`config.mk`:
```
export PLATFORM = sky130hd
export DESIGN_NAME = rectifier_step_sequencer
export DESIGN_NICKNAME = d
export VERILOG_FILES = /design/src/rtl/rectifier_step_sequencer_pkg.sv /design/src/rtl/rectifier_step_sequencer_step_period_tick.sv /design/src/rtl/rectifier_step_sequencer.sv
export SDC_FILE = /design/constraint.sdc
export NUM_CORES = 1
export LEC_CHECK = 0
export BUFFER_PORTS_ARGS = -buffer_cell sky130_fd_sc_hd__buf_2
export CAP_MARGIN = 20
export CELL_PAD_IN_SITES_DETAIL_PLACEMENT = 1
export CELL_PAD_IN_SITES_GLOBAL_PLACEMENT = 1
export CORE_MARGIN = 3
export CORE_UTILIZATION = 51
export CTS_CLUSTER_DIAMETER = 80
export DETAILED_ROUTE_END_ITERATION = 6
export GPL_TIMING_DRIVEN = 0
export PLACE_DENSITY = 0.83
export SLEW_MARGIN = 25
export SYNTH_ARGS = -nofsm -noshare
export SYNTH_HDL_FRONTEND = slang
export SYNTH_HIERARCHICAL = 1
export SYNTH_SLANG_ARGS = --single-unit
```
`constraint.sdc`:
```
create_clock -name clk -period 7.1 [get_ports clk]
set_input_delay 0.71 -clock clk [delete_from_list [all_inputs] [get_ports clk]]
set_output_delay 0.71 -clock clk [all_outputs]
set_load 0.01 [all_outputs]
```
`src/rtl/rectifier_step_sequencer_pkg.sv`:
```
// Shared constants and FSM encoding for the rectifier control-step sequencer.
// Holds the default timebase/timeout values next to the control-system constants.
package rectifier_step_sequencer_pkg;

   localparam logic [31:0] DEF_PERIOD_CYCLES  = 32'd2000;
   localparam logic [15:0] DEF_TIMEOUT_CYCLES = 16'd1000;
   localparam int          DEF_OVR_W          = 8;

   typedef enum logic [2:0] {
      ST_IDLE,
      ST_WAIT_TICK,
      ST_MEAS,
      ST_WAIT_MEAS,
      ST_CTRL,
      ST_WAIT_CTRL,
      ST_COMMIT,
      ST_FAULT
   } step_state_t;

   // States in which a period tick means the previous step has not finished.
   function automatic logic in_step(input step_state_t s);
      return (s == ST_MEAS) || (s == ST_WAIT_MEAS) || (s == ST_CTRL) ||
             (s == ST_WAIT_CTRL) || (s == ST_COMMIT);
   endfunction

endpackage

```
`src/rtl/rectifier_step_sequencer_step_period_tick.sv`:
```
// Control-period timebase: counts 0..PERIOD_CYCLES-1, tick in the last count (combinational from count).
// No backpressure; enable low or clr holds the count at 0 with no tick.
module step_period_tick
   import rectifier_step_sequencer_pkg::*;
#(
   parameter logic [31:0] PERIOD_CYCLES = DEF_PERIOD_CYCLES
) (
   input  logic clk,
   input  logic rst,
   input  logic enable,
   input  logic clr,
   output logic tick
);

   logic [31:0] cnt;
   logic        last;

   assign last = (cnt == PERIOD_CYCLES - 32'd1);
   assign tick = enable && !clr && last;

   always_ff @(posedge clk or negedge rst) begin
      if (!rst) begin
         cnt <= '0;
      end else if (clr || !enable || last) begin
         cnt <= '0;
      end else begin
         cnt <= cnt + 32'd1;
      end
   end

endmodule

```
`src/rtl/rectifier_step_sequencer.sv`:
```
// Per-period scheduler: start pulses in dependency order, PI commit, overrun/hang detection.
// Latency tick->sta_meas, done->next start/commit: 1 cycle; a stage holds the chain until its done pulse.
module rectifier_step_sequencer
   import rectifier_step_sequencer_pkg::*;
#(
   parameter logic [31:0] PERIOD_CYCLES  = DEF_PERIOD_CYCLES,
   parameter logic [15:0] TIMEOUT_CYCLES = DEF_TIMEOUT_CYCLES,
   parameter int          OVR_W          = DEF_OVR_W
) (
   input  logic             clk,
   input  logic             rst,
   input  logic             enable,
   input  logic             rst_user,
   input  logic             meas_done,
   input  logic             ctrl_done,
   output logic             sta_meas,
   output logic             sta_theta,
   output logic             sta_ctrl,
   output logic             commit,
   output logic             busy,
   output logic             fault,
   output logic             overrun,
   output logic [OVR_W-1:0] overrun_cnt,
   output logic [15:0]      step_cnt
);

   localparam logic [OVR_W-1:0] OVR_ONE = {{(OVR_W-1){1'b0}}, 1'b1};

   step_state_t state;
   logic [15:0] to_cnt;
   logic [15:0] to_nxt;
   logic        to_hit;
   logic        tick;

   step_period_tick #(
      .PERIOD_CYCLES (PERIOD_CYCLES)
   ) u_tick (
      .clk    (clk),
      .rst    (rst),
      .enable (enable),
      .clr    (rst_user),
      .tick   (tick)
   );

   // Limit is judged on the post-increment value, so exactly TIMEOUT_CYCLES wait cycles are allowed.
   assign to_nxt = to_cnt + 16'd1;
   assign to_hit = (to_nxt == TIMEOUT_CYCLES);

   always_ff @(posedge clk or negedge rst) begin
      if (!rst) begin
         state       <= ST_IDLE;
         to_cnt      <= '0;
         sta_meas    <= 1'b0;
         sta_theta   <= 1'b0;
         sta_ctrl    <= 1'b0;
         commit      <= 1'b0;
         busy        <= 1'b0;
         fault       <= 1'b0;
         overrun     <= 1'b0;
         overrun_cnt <= '0;
         step_cnt    <= '0;
      end else if (rst_user) begin
         state       <= ST_IDLE;
         to_cnt      <= '0;
         sta_meas    <= 1'b0;
         sta_theta   <= 1'b0;
         sta_ctrl    <= 1'b0;
         commit      <= 1'b0;
         busy        <= 1'b0;
         fault       <= 1'b0;
         overrun     <= 1'b0;
         overrun_cnt <= '0;
         step_cnt    <= '0;
      end else begin
         sta_meas  <= 1'b0;
         sta_theta <= 1'b0;
         sta_ctrl  <= 1'b0;
         commit    <= 1'b0;

         // A tick during a step is dropped; the next step waits for the following tick.
         if (tick && in_step(state)) begin
            overrun <= 1'b1;
            if (overrun_cnt != '1) overrun_cnt <= overrun_cnt + OVR_ONE;
         end

         case (state)
            ST_IDLE: begin
               if (enable) state <= ST_WAIT_TICK;
            end
            ST_WAIT_TICK: begin
               if (!enable) begin
                  state <= ST_IDLE;
               end else if (tick) begin
                  state     <= ST_MEAS;
                  sta_meas  <= 1'b1;
                  sta_theta <= 1'b1;
                  busy      <= 1'b1;
               end
            end
            ST_MEAS: begin
               state  <= ST_WAIT_MEAS;
               to_cnt <= '0;
            end
            ST_WAIT_MEAS: begin
               if (meas_done) begin
                  state    <= ST_CTRL;
                  sta_ctrl <= 1'b1;
               end else if (to_hit) begin
                  state <= ST_FAULT;
                  fault <= 1'b1;
                  busy  <= 1'b0;
               end else begin
                  to_cnt <= to_nxt;
               end
            end
            ST_CTRL: begin
               state  <= ST_WAIT_CTRL;
               to_cnt <= '0;
            end
            ST_WAIT_CTRL: begin
               if (ctrl_done) begin
                  state    <= ST_COMMIT;
                  commit   <= 1'b1;
                  step_cnt <= step_cnt + 16'd1;
               end else if (to_hit) begin
                  state <= ST_FAULT;
                  fault <= 1'b1;
                  busy  <= 1'b0;
               end else begin
                  to_cnt <= to_nxt;
               end
            end
            ST_COMMIT: begin
               busy  <= 1'b0;
               state <= enable ? ST_WAIT_TICK : ST_IDLE;
            end
            ST_FAULT: begin
               state <= ST_FAULT;
            end
            default: state <= ST_IDLE;
         endcase
      end
   end

endmodule

```
==> flow_metrics.tcl, run 1 <==
set metrics [dict create \
    outcome "finished clean" \
    ctsHoldBuffers 0 \
    core_um2 8850 \
    fraction_of_final_layout_cells_with_drive_strength_greater_than_1_pct 16.8 \
    fillCellCount 1031 \
    io_buffer_count 36 \
    seq_power_share_pct 53.3 \
    worst-path-max-fanout 5 \
    post_syn_nets 503 \
    timing.max_slew.rel_slack_pct 57.5 \
    via_count 4017 \
    synth_flop_cell "sky130_fd_sc_hd__dfrtp_1" \
    synth_enable_flop_cells 0 \
    cts.clk_slew.worst_paths_ns 0.09 \
    gpl.final_weighted_congestion 0.830 \
    initialDrtViolationCount 166 \
    power.ir.vdd_worst_v 0.000102 \
    net-switching-power_mw 0.202 \
    tritoncts "yes" \
    clock-sinks 81 \
    syn-mean-instance-area_um2 9.60 \
    intPower_mw 0.668 \
    critical_path_capture_point_type "flop" \
    crit_type "flop to flop" \
    arrival_time_worst_endpoint_ns 3.34 \
    setup-violations-final 0 \
    drv_slew 0 \
    synth-seq-area-share_pct 43.2 \
    synth_cells 489 \
    placed_cell_area_um2 5040 \
    pwr_density_cell_nw_per_um2 166 \
    pwr-share-clk_pct 42.5 \
    vias_in_the_first_global_route 4156 \
    timing.clock.skew_ns 0.0131 \
    overflow 0 \
    initial_utilization_pct 53.0 \
    drt_wl_total_um 11900 \
    critPathSlowestCell "sky130_fd_sc_hd__nor4_2" \
    rsz0062_at_grt "no" \
    critical_path.cell_chain "nor4_1, nand4_1, nor4_2, nor2b_1, and3_1, clkbuf_1, o2111a_1, nand2_1, xor2_1, nor2_1" \
    clk_root_buffer_cell "sky130_fd_sc_hd__clkbuf_8" \
    synthDistinctLibCells 66 \
    critical_path_rt_ns 7.32 \
    largest_net_degree_at_the_start_of_global_routing 51 \
    ys_top_cells_by_count "sky130_fd_sc_hd__dfrtp_1, sky130_fd_sc_hd__nor2_1, sky130_fd_sc_hd__nand2_1" \
    crit_path_max_incr_delay_ns 0.61 \
    dp_hpwl_um 8430 \
    drt_pre_antenna_iters 4 \
    cts_post_setup_buffers_inserted 0 \
    report.final.hold_viol_count 0 \
    yosysMostFrequentCell "sky130_fd_sc_hd__dfrtp_1" \
    area.growth.synth_to_final_pct 11.8 \
    die_height_um 102 \
    io_pins 37 \
    number_of_max_capacitance_violations_reported 0 \
    avgViaCountPerCell 6.19 \
    finalSetupTns_ns 0 \
    cts.repair.resized 0 \
    drt-wirelength-per-cell_um 18.4 \
    post-route-min-period_ns 3.12 \
    cts-buffers-inserted 9 \
    layout_worst_path_cycle_share_pct 43.9 \
    post-synth-top-area-cell "sky130_fd_sc_hd__dfrtp_1" \
    syn-cell-area_um2 4690 \
    antenna_found_initial 0 \
    ys.warnings.count 6 \
    dieArea_um2 10400 \
    h-tree-depth 3 \
    placement_rows 34 \
    synth.area.top_cells "sky130_fd_sc_hd__dfrtp_1, sky130_fd_sc_hd__xor2_1, sky130_fd_sc_hd__nor2_1, sky130_fd_sc_hd__nand2_1, sky130_fd_sc_hd__nand3_1" \
    wire_length_of_the_first_global_routing_pass_um 20300 \
    worst_skew_pair.late_latency_ns 0.35 \
    postLayoutCellArea_um2 5250 \
    clockBufferDepth 2 \
    setup_crit_start_kind "flop" \
    postSynth.asyncResetShare_pct 100 \
    worst_hold_path_type "primary input to asynchronous set/reset pin" \
    antennaDiodeCount 0 \
    max_clock_freq_mhz 321 \
    power.switching_fraction_pct 23.2 \
    synthDominantCellAreaShare_pct 43.2 \
    floorplan.die.width_um 102 \
    ys_seq_elements 81 \
    reg2reg_depth 10 \
    antenna_left 0 \
    finalNetCount 551 \
    drcViolationCount 0 \
    layout.core_utilization_pct 59.3 \
    combPwrFrac_pct 4.2 \
    static-leakage-power_nw 2.23 \
    tightest_slew_ns 0.621 \
    fin_hold_ws_ns 0.285 \
    groute.usage.overall_pct 24.3 \
]
==> power groups by stage <==
stage / combinational, mW / sequential (mW) / clock, mW
2_1_floorplan: 0.0167 / 0.472 / 0
3_3_place_gp: 0.0341 / 0.473 / 0
3_5_place_dp: 0.0371 / 0.473 / 0
4_1_cts: 0.0375 / 0.463 / 0.375
5_1_grt: 0.0412 / 0.464 / 0.397
6_report: 0.0366 / 0.464 / 0.369
==> stage by stage <==
stage | worst slack [ns] | total power, mW | std cells
after floorplan | 4.60 | 0.489 | 489
after global placement | 4.08 | 0.507 | 633
after detailed placement | 4.02 | 0.510 | 634
after CTS | 4.00 | 0.876 | 649
after global routing | 3.74 | 0.902 | 649
final | 3.98 | 0.869 | 649
==> cells by family (layout without fill, tap and decap cells) <==
| logic type | Yosys count | in the layout | synth area share [%] |
|---|---|---|---|
| adders and majority gates | 9 | 9 | 2.35 |
| buffers and inverters | 39 | 91 | 4.85 |
| muxes | 3 | 3 | 0.640 |
| xor gates and xnor gates | 41 | 41 | 7.65 |
| DFF | 81 | 81 | 43.2 |
| AOI/OAI and AO/OA | 84 | 84 | 12.4 |
| and+or+nand+nor | 232 | 232 | 28.9 |
==> layout by cell type (no fill, tap or decap), drive strengths merged, types with 3 or more instances in the layout <==
cell,count
a211oi,16
a21oi,18
and3,9
and4,8
buf,53
clkbuf,24
dfrtp,81
ha,8
inv,9
mux2i,3
nand2,40
nand3,29
nand4,22
nor2,41
nor3,25
nor4,12
o211ai,4
o21a,3
o21ai,17
o31ai,12
or3,12
or4,17
xnor2,14
xor2,27
==> worst paths after layout <==
path                                      from  slack, ns        endpoint
worst max-delay path            u_tick/cnt[15]       3.98  overrun_cnt[7]
worst min-delay path                       rst       0.29       to_cnt[6]
worst max register to register  u_tick/cnt[15]       3.98  overrun_cnt[7]
worst min register to register   u_tick/cnt[0]       0.52   u_tick/cnt[0]
max in group asynchronous                  rst       6.22   u_tick/cnt[6]
min in group clk                 u_tick/cnt[0]       0.52   u_tick/cnt[0]
==> cell type report <==
cell class	count	area, µm²	share of cell area [%]
buffer	30	194	3.70
sequential	81	2030	38.6
timing repair buffer	37	210	4.01
tap	108	135	2.58
clock inverter	5	81.3	1.55
inverter	9	33.8	0.644
multi-input combinational	369	2440	46.5
clock buffer	10	128	2.43
==> layer usage <==
metal  global-route usage (%)  share of wire (%)  vias to the layer above
met5                        0                  0                        -
met4                     7.16                1.4                        0
met3                     3.21                2.3                       14
met2                     41.4                 51                       58
met1                     32.6                 45                     2045
li1                         -                  -                     1900
==> state kept, by name (all words and copies together) (netlist names) <==
register     cells
u_tick/cnt      32
sta_theta        1
state            3
fault            1
overrun_cnt      8
sta_ctrl         1
busy             1
overrun          1
step_cnt        16
to_cnt          16
commit           1
==> worst max-delay path, delay by kind of cell, from the launching register on <==
kind                      cells  cell delay (ns)
DFF                           1             0.45
and+or+nand+nor               7             1.87
xor gates and xnor gates      1             0.16
AOI/OAI and AO/OA             1             0.27
buffers and inverters         1             0.23
(Power assumes the default switching activity.)
==> run 2: changes to the inputs <==
Settings changed: CORE_UTILIZATION 51 to 47, PLACE_DENSITY 0.83 to 0.77.
Clock period 7.1 ns to 2.9 ns, I/O delays scaled along.
==> run 2 against run 1 <==
Against the previous run: clock skew fell by 0.0012 ns; register-to-register slack got worse by 3.8 ns; utilization fell by 2.8 points; first-iteration DRC count fell by 24%; sequential share of layout area fell by 0.66 points; largest cell class unchanged; critical path depth fell by 1; design area rose by 1.8%; flip-flop and latch count did not move.
==> flow_metrics.tcl, run 2 (same netlist as run 1, synthesis figures left out) <==
set metrics [dict create \
    outcome "finished clean" \
    intPower_mw 1.73 \
    crit_type "flop to flop" \
    floorplan.die.width_um 106 \
    drt-wirelength-per-cell_um 17.8 \
    fraction_of_final_layout_cells_with_drive_strength_greater_than_1_pct 17.7 \
    critical_path_capture_point_type "flop" \
    drt_wl_total_um 11900 \
    max_clock_freq_mhz 365 \
    drt_pre_antenna_iters 4 \
    tritoncts "yes" \
    worst_setup_path_endpoint "overrun_cnt[5]" \
    net-switching-power_mw 0.507 \
    layout_worst_path_cycle_share_pct 94.6 \
    tightest_slew_ns 0.627 \
    groute.usage.overall_pct 22.4 \
    clockBufferDepth 2 \
    core_um2 9460 \
    layout_commonest_cell "sky130_fd_sc_hd__dfrtp_1" \
    vias_in_the_first_global_route 4211 \
    clk_root_buffer_cell "sky130_fd_sc_hd__clkbuf_8" \
    setup_crit_start_kind "flop" \
    rr_endpoint "overrun_cnt[5]" \
    antenna_left 0 \
    report.final.hold_viol_count 0 \
    postLayoutCellArea_um2 5340 \
    r2r_slack_ns 0.16 \
    number_of_max_capacitance_violations_reported 0 \
    area.growth.synth_to_final_pct 13.8 \
    pwr-share-clk_pct 45.2 \
    seq_power_share_pct 50.7 \
    critical_path_rt_ns 3.12 \
    antenna_found_initial 0 \
    dp_hpwl_um 8640 \
    pwr_density_cell_nw_per_um2 419 \
    io_buffer_count 36 \
    biggest_register "u_tick/cnt" \
    post-route-min-period_ns 2.74 \
    reg2reg_depth 9 \
    drv_slew 0 \
    critical_path.cell_chain "nand3_2, or4_1, nor4_4, nor2b_4, and3_1, o2111a_1, nand3_1, xor2_1, nor2_1" \
    h-tree-depth 3 \
    largest_net_degree_at_the_start_of_global_routing 53 \
    die_height_um 106 \
    wire_length_of_the_first_global_routing_pass_um 20800 \
    worstSetupStartpoint "u_tick/cnt[9]" \
    largest_registers "u_tick/cnt: 32 flops, step_cnt: 16 flops, to_cnt: 16 flops" \
    reg2reg_from "u_tick/cnt[9]" \
    gpl.final_weighted_congestion 0.859 \
    worst-path-max-fanout 6 \
    arrival_time_worst_endpoint_ns 2.97 \
    timing.clock.skew_ns 0.0120 \
    cts.clk_slew.worst_paths_ns 0.09 \
    power.ir.vdd_worst_v 0.000314 \
    dieArea_um2 11200 \
    worst_hold_path_type "primary input to flop" \
    placement_rows 35 \
    placed_cell_area_um2 5060 \
    drcViolationCount 0 \
    initial_utilization_pct 49.6 \
    clock-sinks 81 \
    avgViaCountPerCell 5.98 \
    finalSetupTns_ns 0 \
    finish.cell_count_without_fillers 672 \
    fillCellCount 1093 \
    io_pins 37 \
    initialDrtViolationCount 126 \
    combPwrFrac_pct 4.1 \
    seqCellArea_um2 2030 \
    crit_path_max_incr_delay_ns 0.49 \
    antennaDiodeCount 0 \
    power.switching_fraction_pct 22.7 \
    largest_register_ffs 32 \
    timing.max_slew.rel_slack_pct 57.1 \
    worst_skew_pair.late_latency_ns 0.35 \
    dpl.cell_count 655 \
    via_count 4016 \
    combined_area_of_the_multi_input_logic_cells_um2 2460 \
    overflow 0 \
    critPathSlowestCell "sky130_fd_sc_hd__or4_1" \
    final_cell_mix "sky130_fd_sc_hd__dfrtp_1, sky130_fd_sc_hd__nor2_1, sky130_fd_sc_hd__buf_2" \
    cts-buffers-inserted 9 \
    static-leakage-power_nw 2.26 \
    finalNetCount 552 \
    setup-violations-final 0 \
    rsz0062_at_grt "no" \
]
[run 2: per-stage QoR]
step / setup WS, ns / power (mW) / utilization [%] / hold WS (ns)
4_1_cts: 0.0392 / 2.27 / 56.5 / 0.208
3_5_place_dp: -0.409 / 1.25 / 53.5 / 0.259
3_3_place_gp: -0.261 / 1.24 / 53.2 / 0.503
2_1_floorplan: 0.403 / 1.20 / - / -0.00559
5_1_grt: 0.0345 / 2.32 / 56.5 / 0.227
6_report: 0.158 / 2.24 / 56.5 / 0.220
[run 2: power by group through the flow]
| stage | combinational, mW | sequential (mW) | clock, mW |
|---|---|---|---|
| floorplan | 0.0409 | 1.16 | 0 |
| global placement | 0.0844 | 1.16 | 0 |
| detailed placement | 0.0914 | 1.16 | 0 |
| CTS | 0.0934 | 1.13 | 1.04 |
| global route | 0.104 | 1.14 | 1.09 |
| finish | 0.0915 | 1.13 | 1.01 |
[run 2: worst min path at each step]
stage                          endpoint  slack (ns)          start  depth (start not counted)
after floorplan                    busy      -0.006            rst                          0
after global placement    u_tick/cnt[0]        0.50  u_tick/cnt[0]                          1
after detailed placement      to_cnt[8]        0.26            rst                          1
after CTS                      sta_ctrl        0.21      meas_done                          3
after global routing           sta_ctrl        0.23      meas_done                          3
final                          sta_ctrl        0.22      meas_done                          3
[run 2: critical path: cells and delay by family (launching register included)]
kind,cells,cell delay [ns]
AOI/OAI and AO/OA,1,0.28
DFF,1,0.43
xor gates and xnor gates,1,0.16
and+or+nand+nor,7,1.75
[run 2: final cells by class]
type | instances | share of cell area (%)
Buffer | 29 | 3.56
Inverter | 9 | 0.633
Clock inverter | 6 | 2.11
Timing Repair Buffer | 39 | 4.26
Multi-Input combinational cell | 369 | 46.0
Clock buffer | 10 | 2.39
Sequential cell | 81 | 38.0
Tap cell | 129 | 3.02
[run 2: what timing repair did]
action | CTS | global route
resized for setup | 4 | 1
setup endpoints to repair | 10 | 4
endpoints found under the hold margin | 29 | 0
setup buffers | 1 | 0
hold buffers | 1 | 0
pin swaps | 1 | 0
[run 2: metal layers]
| metal | track usage [%] | part of all wire (%) | vias up |
|---|---|---|---|
| li1 | - | - | 1916 |
| met1 | 30.4 | 47 | 2028 |
| met2 | 37.3 | 49 | 54 |
| met3 | 2.91 | 2.2 | 18 |
| met4 | 7.40 | 1.7 | 0 |
| met5 | 0 | 0 | - |
